## src/rtl/fnd_pkg.sv

```systemverilog
// rtl/fnd_pkg.sv - shared widths, BCD word type and digit helpers for the FND scan controller
package fnd_pkg;
    localparam int FND_NUM_DIGITS = 4;
    localparam int FND_SEL_W      = 2;
    localparam int FND_BCD_W      = 4;
    localparam int FND_WORD_W     = 16;

    typedef logic [FND_WORD_W-1:0] fnd_word_t;
    typedef logic [FND_SEL_W-1:0]  fnd_sel_t;
    typedef logic [FND_BCD_W-1:0]  fnd_bcd_t;

    function automatic fnd_bcd_t fnd_digit(input fnd_word_t word, input fnd_sel_t sel);
        return word[sel*FND_BCD_W +: FND_BCD_W];
    endfunction

    // True when sel is above digit 0 and it and every digit above it are zero.
    function automatic logic fnd_lz_blank(input fnd_word_t word, input fnd_sel_t sel);
        logic zero_above;
        zero_above = 1'b1;
        for (int i = FND_NUM_DIGITS-1; i > 0; i--) begin
            if (i >= int'(sel)) begin
                zero_above = zero_above && (word[i*FND_BCD_W +: FND_BCD_W] == '0);
            end
        end
        return (sel != '0) && zero_above;
    endfunction
endpackage

```

## src/rtl/fnd_scan_controller_if.sv

```systemverilog
// rtl/fnd_scan_controller_if.sv - display word load/enable inputs and scan outputs of the FND scan controller
interface fnd_scan_controller_if;
    import fnd_pkg::*;

    fnd_word_t i_bcd;
    logic      i_load;
    logic      i_en;
    fnd_sel_t  o_digitSelect;
    fnd_bcd_t  o_value;
    logic      o_en;
    logic      o_pending;
    logic      o_frameDone;

    modport master (
        output i_bcd, i_load, i_en,
        input  o_digitSelect, o_value, o_en, o_pending, o_frameDone
    );

    modport slave (
        input  i_bcd, i_load, i_en,
        output o_digitSelect, o_value, o_en, o_pending, o_frameDone
    );
endinterface

```

## src/rtl/fnd_scan_tick.sv

```systemverilog
// rtl/fnd_scan_tick.sv - free-running digit slot counter 0..SCAN_DIV-1 with a wrap tick on the last cycle
module fnd_scan_tick #(
    parameter int SCAN_DIV = 100000,
    parameter int CNT_W    = $clog2(SCAN_DIV)
) (
    input  logic             clk,
    input  logic             rst_n,
    output logic [CNT_W-1:0] cnt,
    output logic             wrap
);
    assign wrap = (cnt == CNT_W'(SCAN_DIV-1));

    always_ff @(posedge clk or negedge rst_n) begin
        if (!rst_n) begin
            cnt <= '0;
        end else if (wrap) begin
            cnt <= '0;
        end else begin
            cnt <= cnt + CNT_W'(1);
        end
    end
endmodule

```

## src/rtl/fnd_scan_controller.sv

```systemverilog
// rtl/fnd_scan_controller.sv - 4-digit BCD scan controller with frame-aligned double buffering and blank time
// Optional leading-zero blanking: define FND_LEADING_ZERO_BLANK_EN.
module fnd_scan_controller
    import fnd_pkg::*;
#(
    parameter int SCAN_DIV     = 100000,
    parameter int BLANK_CYCLES = 4
) (
    input  logic                  i_clk,
    input  logic                  i_reset_n,
    fnd_scan_controller_if.slave  bus
);
    localparam int CNT_W = $clog2(SCAN_DIV);

    logic [CNT_W-1:0] cnt;
    logic [CNT_W-1:0] cnt_next;
    logic             wrap;
    logic             frame_boundary;
    logic             blank_next;
    fnd_sel_t         digit;
    fnd_sel_t         digit_next;
    fnd_word_t        pending;
    fnd_word_t        active;
    fnd_word_t        active_next;
    logic             pending_valid;

    fnd_scan_tick #(
        .SCAN_DIV (SCAN_DIV),
        .CNT_W    (CNT_W)
    ) u_tick (
        .clk   (i_clk),
        .rst_n (i_reset_n),
        .cnt   (cnt),
        .wrap  (wrap)
    );

    // Outputs are registered from next-state values so select, value and enable line up with the slot.
    always_comb begin
        cnt_next       = wrap ? '0 : cnt + CNT_W'(1);
        digit_next     = wrap ? digit + FND_SEL_W'(1) : digit;
        frame_boundary = wrap && (digit == FND_SEL_W'(FND_NUM_DIGITS-1));
        active_next    = active;
        if (frame_boundary && bus.i_load) begin
            active_next = bus.i_bcd;
        end else if (frame_boundary && pending_valid) begin
            active_next = pending;
        end
    end

`ifdef FND_LEADING_ZERO_BLANK_EN
    assign blank_next = fnd_lz_blank(active_next, digit_next);
`else
    assign blank_next = 1'b0;
`endif

    always_ff @(posedge i_clk or negedge i_reset_n) begin
        if (!i_reset_n) begin
            digit           <= '0;
            pending         <= '0;
            active          <= '0;
            pending_valid   <= 1'b0;
            bus.o_value     <= '0;
            bus.o_en        <= 1'b0;
            bus.o_frameDone <= 1'b0;
        end else begin
            digit  <= digit_next;
            active <= active_next;
            if (bus.i_load) begin
                pending       <= bus.i_bcd;
                pending_valid <= !frame_boundary;
            end else if (frame_boundary) begin
                pending_valid <= 1'b0;
            end
            bus.o_value     <= fnd_digit(active_next, digit_next);
            bus.o_en        <= bus.i_en && (cnt_next >= CNT_W'(BLANK_CYCLES)) && !blank_next;
            bus.o_frameDone <= (digit_next == FND_SEL_W'(FND_NUM_DIGITS-1)) &&
                               (cnt_next == CNT_W'(SCAN_DIV-1));
        end
    end

    assign bus.o_digitSelect = digit;
    assign bus.o_pending     = pending_valid;
endmodule

```

## src/flat_wrapper.sv

```systemverilog
// flat-port wrapper written by rule: the top's interface ports become plain ports
module fnd_scan_controller_flat import fnd_pkg::*;
#(
    parameter int SCAN_DIV     = 100000,
    parameter int BLANK_CYCLES = 4
)
  (i_clk, i_reset_n, bus_i_bcd, bus_i_load, bus_i_en, bus_o_digitSelect, bus_o_value, bus_o_en, bus_o_pending, bus_o_frameDone);
  fnd_scan_controller_if bus_i ();
  input  logic i_clk;
  input  logic i_reset_n;
  input wire logic [$bits(bus_i.i_bcd)-1:0] bus_i_bcd;
  input wire logic [$bits(bus_i.i_load)-1:0] bus_i_load;
  input wire logic [$bits(bus_i.i_en)-1:0] bus_i_en;
  output wire logic [$bits(bus_i.o_digitSelect)-1:0] bus_o_digitSelect;
  output wire logic [$bits(bus_i.o_value)-1:0] bus_o_value;
  output wire logic [$bits(bus_i.o_en)-1:0] bus_o_en;
  output wire logic [$bits(bus_i.o_pending)-1:0] bus_o_pending;
  output wire logic [$bits(bus_i.o_frameDone)-1:0] bus_o_frameDone;
  assign bus_i.i_bcd = bus_i_bcd;
  assign bus_i.i_load = bus_i_load;
  assign bus_i.i_en = bus_i_en;
  assign bus_o_digitSelect = bus_i.o_digitSelect;
  assign bus_o_value = bus_i.o_value;
  assign bus_o_en = bus_i.o_en;
  assign bus_o_pending = bus_i.o_pending;
  assign bus_o_frameDone = bus_i.o_frameDone;
  fnd_scan_controller #(.SCAN_DIV(SCAN_DIV), .BLANK_CYCLES(BLANK_CYCLES)) u_core (.i_clk(i_clk), .i_reset_n(i_reset_n), .bus(bus_i));
endmodule
```

## config.mk

```make
export PLATFORM = sky130hd
export DESIGN_NAME = fnd_scan_controller_flat
export DESIGN_NICKNAME = d
export VERILOG_FILES = /design/src/rtl/fnd_pkg.sv /design/src/rtl/fnd_scan_controller_if.sv /design/src/rtl/fnd_scan_tick.sv /design/src/rtl/fnd_scan_controller.sv /design/src/flat_wrapper.sv
export SDC_FILE = /design/constraint.sdc
export NUM_CORES = 1
export LEC_CHECK = 0
export ABC_AREA = 0
export BUFFER_PORTS_ARGS = -buffer_cell sky130_fd_sc_hd__buf_2
export CAP_MARGIN = 20
export CORE_MARGIN = 2
export CORE_UTILIZATION = 53
export DETAILED_ROUTE_END_ITERATION = 10
export GPL_TIMING_DRIVEN = 0
export PLACE_DENSITY = 0.73
export SKIP_CTS_REPAIR_TIMING = 1
export SYNTH_ARGS = -nofsm -noshare
export SYNTH_HDL_FRONTEND = slang
export SYNTH_SLANG_ARGS = --single-unit
```

## constraint.sdc

```tcl
create_clock -name i_clk -period 6.55 [get_ports i_clk]
set_clock_uncertainty 0.05 [all_clocks]
set_input_delay 0.3275 -clock i_clk [delete_from_list [all_inputs] [get_ports i_clk]]
set_output_delay 0.3275 -clock i_clk [all_outputs]
set_load 0.03 [all_outputs]
```

# ---- Word-level counts from Yosys, hierarchy flattened
# Index checks and enable logic that the tools add are counted.
dict set report op_classes {
  addsub 2
  order_cmp 1
  eq_ne 4
  shift 1
  muxes 6
  reduce_logical 7
}
# operator count
set ops {}
lappend ops {{== test 17 bit (second input constant)} 2}
lappend ops {{two-way mux 16 bit} 2}
lappend ops {{adder 17 x 1 -> 17 bit (second input constant)} 1}
lappend ops {{>= comparator 17 x 3 -> 1 bit (second input constant)} 1}
lappend ops {{two-way mux 17 bit} 1}
lappend ops {{variable part select 16 x 5 -> 4 bit} 1}
lappend ops {{logical AND 1 bit} 5}
lappend ops {{== test 2 bit (second input constant)} 2}
lappend ops {{adder 2 x 1 -> 2 bit (second input constant)} 1}
lappend ops {{two-way mux 1 bit} 2}
lappend ops {{two-way mux 2 bit} 1}
lappend ops {{nonzero test 2 bit} 1}
lappend ops {{zero test 1 bit} 1}
dict set report word_totals {
  regBits 58
  inputBits 20
  out_inout_bits 9
  wordCells 29
}

# ---- Logic depth before layout (Yosys ltp)
dict set report logic_depth {
  depth_word 6
  mapped_depth 12
  depth_no_buf 8
}

# ---- Cells and area by module
# A second synthesis with hierarchy kept.
dict set report unflattened {
  cells_unflattened 277
  area_unflattened_um2 3042.9
}
# mod n_inst cells_per_inst area_each_um2 seq_area_each_um2
set by_module_without_submodules {}
lappend by_module_without_submodules {fnd_scan_controller 1 203 2249.7 1026.0}
lappend by_module_without_submodules {fnd_scan_tick 1 74 793.3 425.4}

# ---- Least setup slack after synthesis
# Ideal clock, no wire load.
dict set report synth_timing {
  path_type {reg2reg}
  start {register u_core.u_tick.cnt[0]}
  end {register u_core.bus.o_value[1]}
  setup_time_ns 0.121
  arrival_ns 2.037
  required_time_ns 6.379
  slack_ns 4.342
  stages_incl_launch_ff 13
  n_path_buf 4
  period_less_slack_ns 2.208
  path_cell_list {dfrtp_1 > ha_1 > buf_2 > and4_1 > and4_1 > buf_6 > and2_4 > buf_6 > buf_6 > a32oi_1 > nand2_1 > o22ai_1 > nor2_1}
}
dict set report synth_between {
  elab_chain_cells 6
  elab_cells_between_ends 8
  classes_between {1 x eq/ne; 1 x shift; 3 x mux; 3 x reduce/logical}
}
# element line
set synth_rtl {}
lappend synth_rtl {{start, declared} fnd_scan_tick.sv:8} ;# output logic [CNT_W-1:0] cnt,
lappend synth_rtl {{start signal, assigned} fnd_scan_tick.sv:19} ;# cnt <= cnt + CNT_W'(1);
lappend synth_rtl {{== test 17 bit (*)} fnd_scan_tick.sv:11} ;# assign wrap = (cnt == CNT_W'(SCAN_DIV-1));
lappend synth_rtl {{logical AND 1 bit (*)} fnd_scan_controller.sv:41} ;# frame_boundary = wrap && (digit == FND_SEL_W'(FND_NUM_DIGITS-1));
lappend synth_rtl {{logical AND 1 bit} fnd_scan_controller.sv:45} ;# end else if (frame_boundary && pending_valid) begin
lappend synth_rtl {{two-way mux 16 bit} fnd_scan_controller.sv:45}
lappend synth_rtl {{two-way mux 16 bit (*)} fnd_scan_controller.sv:43} ;# if (frame_boundary && bus.i_load) begin
lappend synth_rtl {{net u_core.active_next[1]} fnd_scan_controller.sv:24} ;# fnd_word_t active_next;
lappend synth_rtl {{variable part select 16 x 5 -> 4 bit (*)} fnd_pkg.sv:13} ;# return word[sel*FND_BCD_W +: FND_BCD_W];
lappend synth_rtl {{end signal, assigned} fnd_scan_controller.sv:74} ;# bus.o_value <= fnd_digit(active_next, digit_next);
lappend synth_rtl {{end, declared} fnd_scan_controller_if.sv:21} ;# output o_digitSelect, o_value, o_en, o_pending, o_frameDone
# The timed path passes the listed nets; every way through them passes the cells marked *.
# A chain may end at the register's enable or synchronous reset.

# ---- Worst setup path in the final report
dict set report layout_timing {
  start {register u_core.u_tick.cnt[0]}
  end {register u_core.bus.o_value[2]}
}
# The elaborated chain is that of the path after synthesis.

==> results.md <==
- Worst-skew pair later-pin latency: 0.33 ns
- Clock network power share: 0.413
- Distinct cells, synth: 39
- Cell count of the worst reg-to-reg path: 12
- Finished Core Util: 0.625
- Fill cell count: 432
- Top cell by count, worst path: buf_6
- Simple-Gate Fraction of Synth Area: 0.175
- DR vias: 2,083
- Placed Cells: 350
- WP data required: 6.72 ns
- CTS tree: done
- CTS clk-pin slew, worst paths: 0.06 ns
- Core Region: 0.00507 mm^2
- Synth-to-layout area growth: 15.2%
- Total global routing overflow: 0
- Switching share of total power: 0.225
- Seq cells post-synth: 58
- Total leakage power: about 0.0015 uW
- Fin. Hold Viols: 27
- Min Hold Slack: -0.0266 ns
- H-tree Lvls: 3
- Final Net Count: 313
- Power Dens Cells: 218 mW/mm^2
- Sequential-to-total area share from yosys stat: 0.527
- Final Slew Violations: 0
- Multiplexer share of the synthesized area: 0.0704
- Commonest cells after routing, fill and taps aside: dfrtp_1 (58), buf_2 (32), nand2_1 (27), nor2_1 (20), a22oi_1 (16)
- Outcome: complete, but fails checks
- Antenna viol nets, final: 0
- Ant diodes: 0
- IO buf count: 28
- FF-to-FF Start: u_core.u_tick.cnt[0]$_DFF_PN0_
- Sink Count: 58
- Final min period: 2.44 ns
- R2R setup slack: 4.11 ns
- Worst-Margin Slew: 0.662 ns
- Avg Synthesized Cell Area: 11.0 um^2
- CP Capture Type: flop
- Commonest non-fill, non-tap cell in the layout: dfrtp_1
- Final setup TNS: 0 ns
- Max stage delay cell, worst path: dfrtp_1
- Gp weighted congestion: 0.841
- RSZ-0062 raised after global routing: false
- Total of max-cap violations: 0
- Post-synth EDFFs: 0
- Seq pwr share: 0.539
- WS Path Type: flop to flop
- Largest net degree at the start of global routing: 32
- CTS Buf Count: 9
- Mapped Cells: 251
- Max Buffers Root-to-Sink: 2
- Synthesized cell area: 0.00276 mm^2
- Starting Density: 0.543
- I/O pin total: 29
- Period utilization: 0.372
- Post-synthesis adder-cell area fraction: 0.00908
- First-pass GRT wire length: 10.4 mm
- Final Power: 693 uW
- Critical path origin: u_core.u_tick.cnt[0]$_DFF_PN0_
- DR vias/cell: 5.71
- # DRC: 0
- Clock Tree Root: clkbuf_8
- Internal: 537 uW
- Non-filler instance count after layout: 365
- Post-synth ARST share: 1.00
- Critical Path Fanout Max: 10
- All-Layer GR Usage: 0.226
- Worst R2R End: u_core.bus.o_value[2]$_DFF_PN0_
- Slowest stage delay, CP: between 0.4 and 0.5 ns
- Failing checks: negative hold slack
- Crit path cell chain: ha_1 > buf_2 > and4_1 > and4_1 > buf_6 > and2_4 > buf_6 > buf_6 > a32oi_1 > nand2_1 > o22ai_1 > nor2_1
- CP Launch Type: flop
- DIE AREA: just under 0.006 mm^2
- Dpl hpwl: about 4.2 mm
- Slew headroom: 0.559
- Initial antenna violation count: 0
- Hold Crit Class: primary input to async pin
- Fmax: 410 MHz
- WP data arrival: 2.60 ns
- NetSw: 156 uW
- Maximum VDD drop: around 0.12 mV
- Wire length per cell: ~16 um
- Comb power frac: 0.048
- Die X-Extent: 76.1 um
- Die height: 76.1 um
- Post-synthesis compound-gate area fraction: 0.124
- DR iter-0 viols: 189
- Post-Synthesis Net Count: approximately 270
- Post-synthesis xor/xnor area fraction: 0.0508
- Vias in the first global route: 2,139
- Syn. warnings: 0
- Row count: 26
- Layout cell share with drive strength beyond 1: 0.258
- DRT Wirelength: 5.97 mm
- Dominant synthesized flop cell: dfrtp_1
- Largest family of logic cells by synthesized area: simple AND/OR/NAND/NOR gates
- Final setup viols: 0
- First-pass iteration count of the detailed router: 4
[flip-flops by register name (all words and copies together), names as in the netlist]
signal / count
u_core.bus.o_digitSelect: 2
u_core.bus.o_pending: 1
u_core.pending: 16
u_core.bus.o_frameDone: 1
u_core.active: 16
u_core.u_tick.cnt: 17
u_core.bus.o_value: 4
u_core.bus.o_en: 1
[metrics by stage]
step	setup WS [ns]	hold slack, ns	instance area, um^2
2_1_floorplan	4.34	-0.0181	2760
3_3_place_gp	4.15	0.440	2980
3_5_place_dp	4.12	0.348	3000
4_1_cts	4.11	-0.00499	3170
5_1_grt	3.90	0.0223	3170
6_report	4.11	-0.0266	3170
[per-layer routing]
layer,vias up,GRT usage,share of wire
li1,997,-,-
met1,1017,0.333,0.47
met2,61,0.331,0.46
met3,8,0.0592,0.054
met4,0,0.0745,0.011
met5,-,0,0
[power by group through the flow]
stage                     logic (uW)  clock network (uW)  registers [uW]
final                           33.3                 286             374
after global routing            37.5                 311             374
after CTS                       33.9                 291             374
after detailed placement        33.8                   0             380
after global placement          31.7                   0             380
after floorplan                 14.3                   0             379
[final cells by class]
| cell class | instances | area [um^2] | share of cell area |
|---|---|---|---|
| sequential | 58 | 1450 | 0.457 |
| buffer | 15 | 103 | 0.0323 |
| clock buffer | 12 | 155 | 0.0489 |
| inverter | 5 | 18.8 | 0.00591 |
| tap | 70 | 87.6 | 0.0276 |
| timing repair buffer | 29 | 160 | 0.0505 |
| multi-input combinational | 173 | 1180 | 0.373 |
| clock inverter | 3 | 15.0 | 0.00473 |
[cell usage after synthesis (all sizes together), types with 5 or more instances]
master,instances,area share
inv,5,0.0068
o21ai,5,0.0091
clkbuf,5,0.0068
mux2,16,0.067
xor2,7,0.022
nand4,5,0.011
nor3,6,0.011
xnor2,9,0.029
o22ai,8,0.018
nand3,7,0.013
buf,10,0.030
nand2b,5,0.011
a32oi,15,0.048
a22oi,16,0.044
dfrtp,58,0.53
nor2,20,0.027
nand2,28,0.039
[cells by family (layout without fill, tap and decap cells)]
kind of cell / count (synthesis) / count (layout)
xor gates and xnor gates: 16 / 16
and+or+nand+nor: 92 / 92
AOI/OAI and AO/OA: 46 / 46
DFF: 58 / 58
buffers and inverters: 20 / 64
adders and majority gates: 2 / 2
muxes: 17 / 17
[worst max-delay path: cells and delay by family, from the launching register on]
kind,cells,cell delay [ns]
and+or+nand+nor,5,0.73
DFF,1,0.43
buffers and inverters,4,0.56
AOI/OAI and AO/OA,2,0.34
adders and majority gates,1,0.21
[worst max path at each step]
stage                                                 end  cells past startpoint
after floorplan           u_core.bus.o_value[1]$_DFF_PN0_                     12
after global placement    u_core.bus.o_value[1]$_DFF_PN0_                     12
after detailed placement  u_core.bus.o_value[0]$_DFF_PN0_                     12
after CTS                 u_core.bus.o_value[2]$_DFF_PN0_                     12
after global routing      u_core.bus.o_value[2]$_DFF_PN0_                     12
final                     u_core.bus.o_value[2]$_DFF_PN0_                     12
Note: power is estimated with default switching activity, not from simulation.
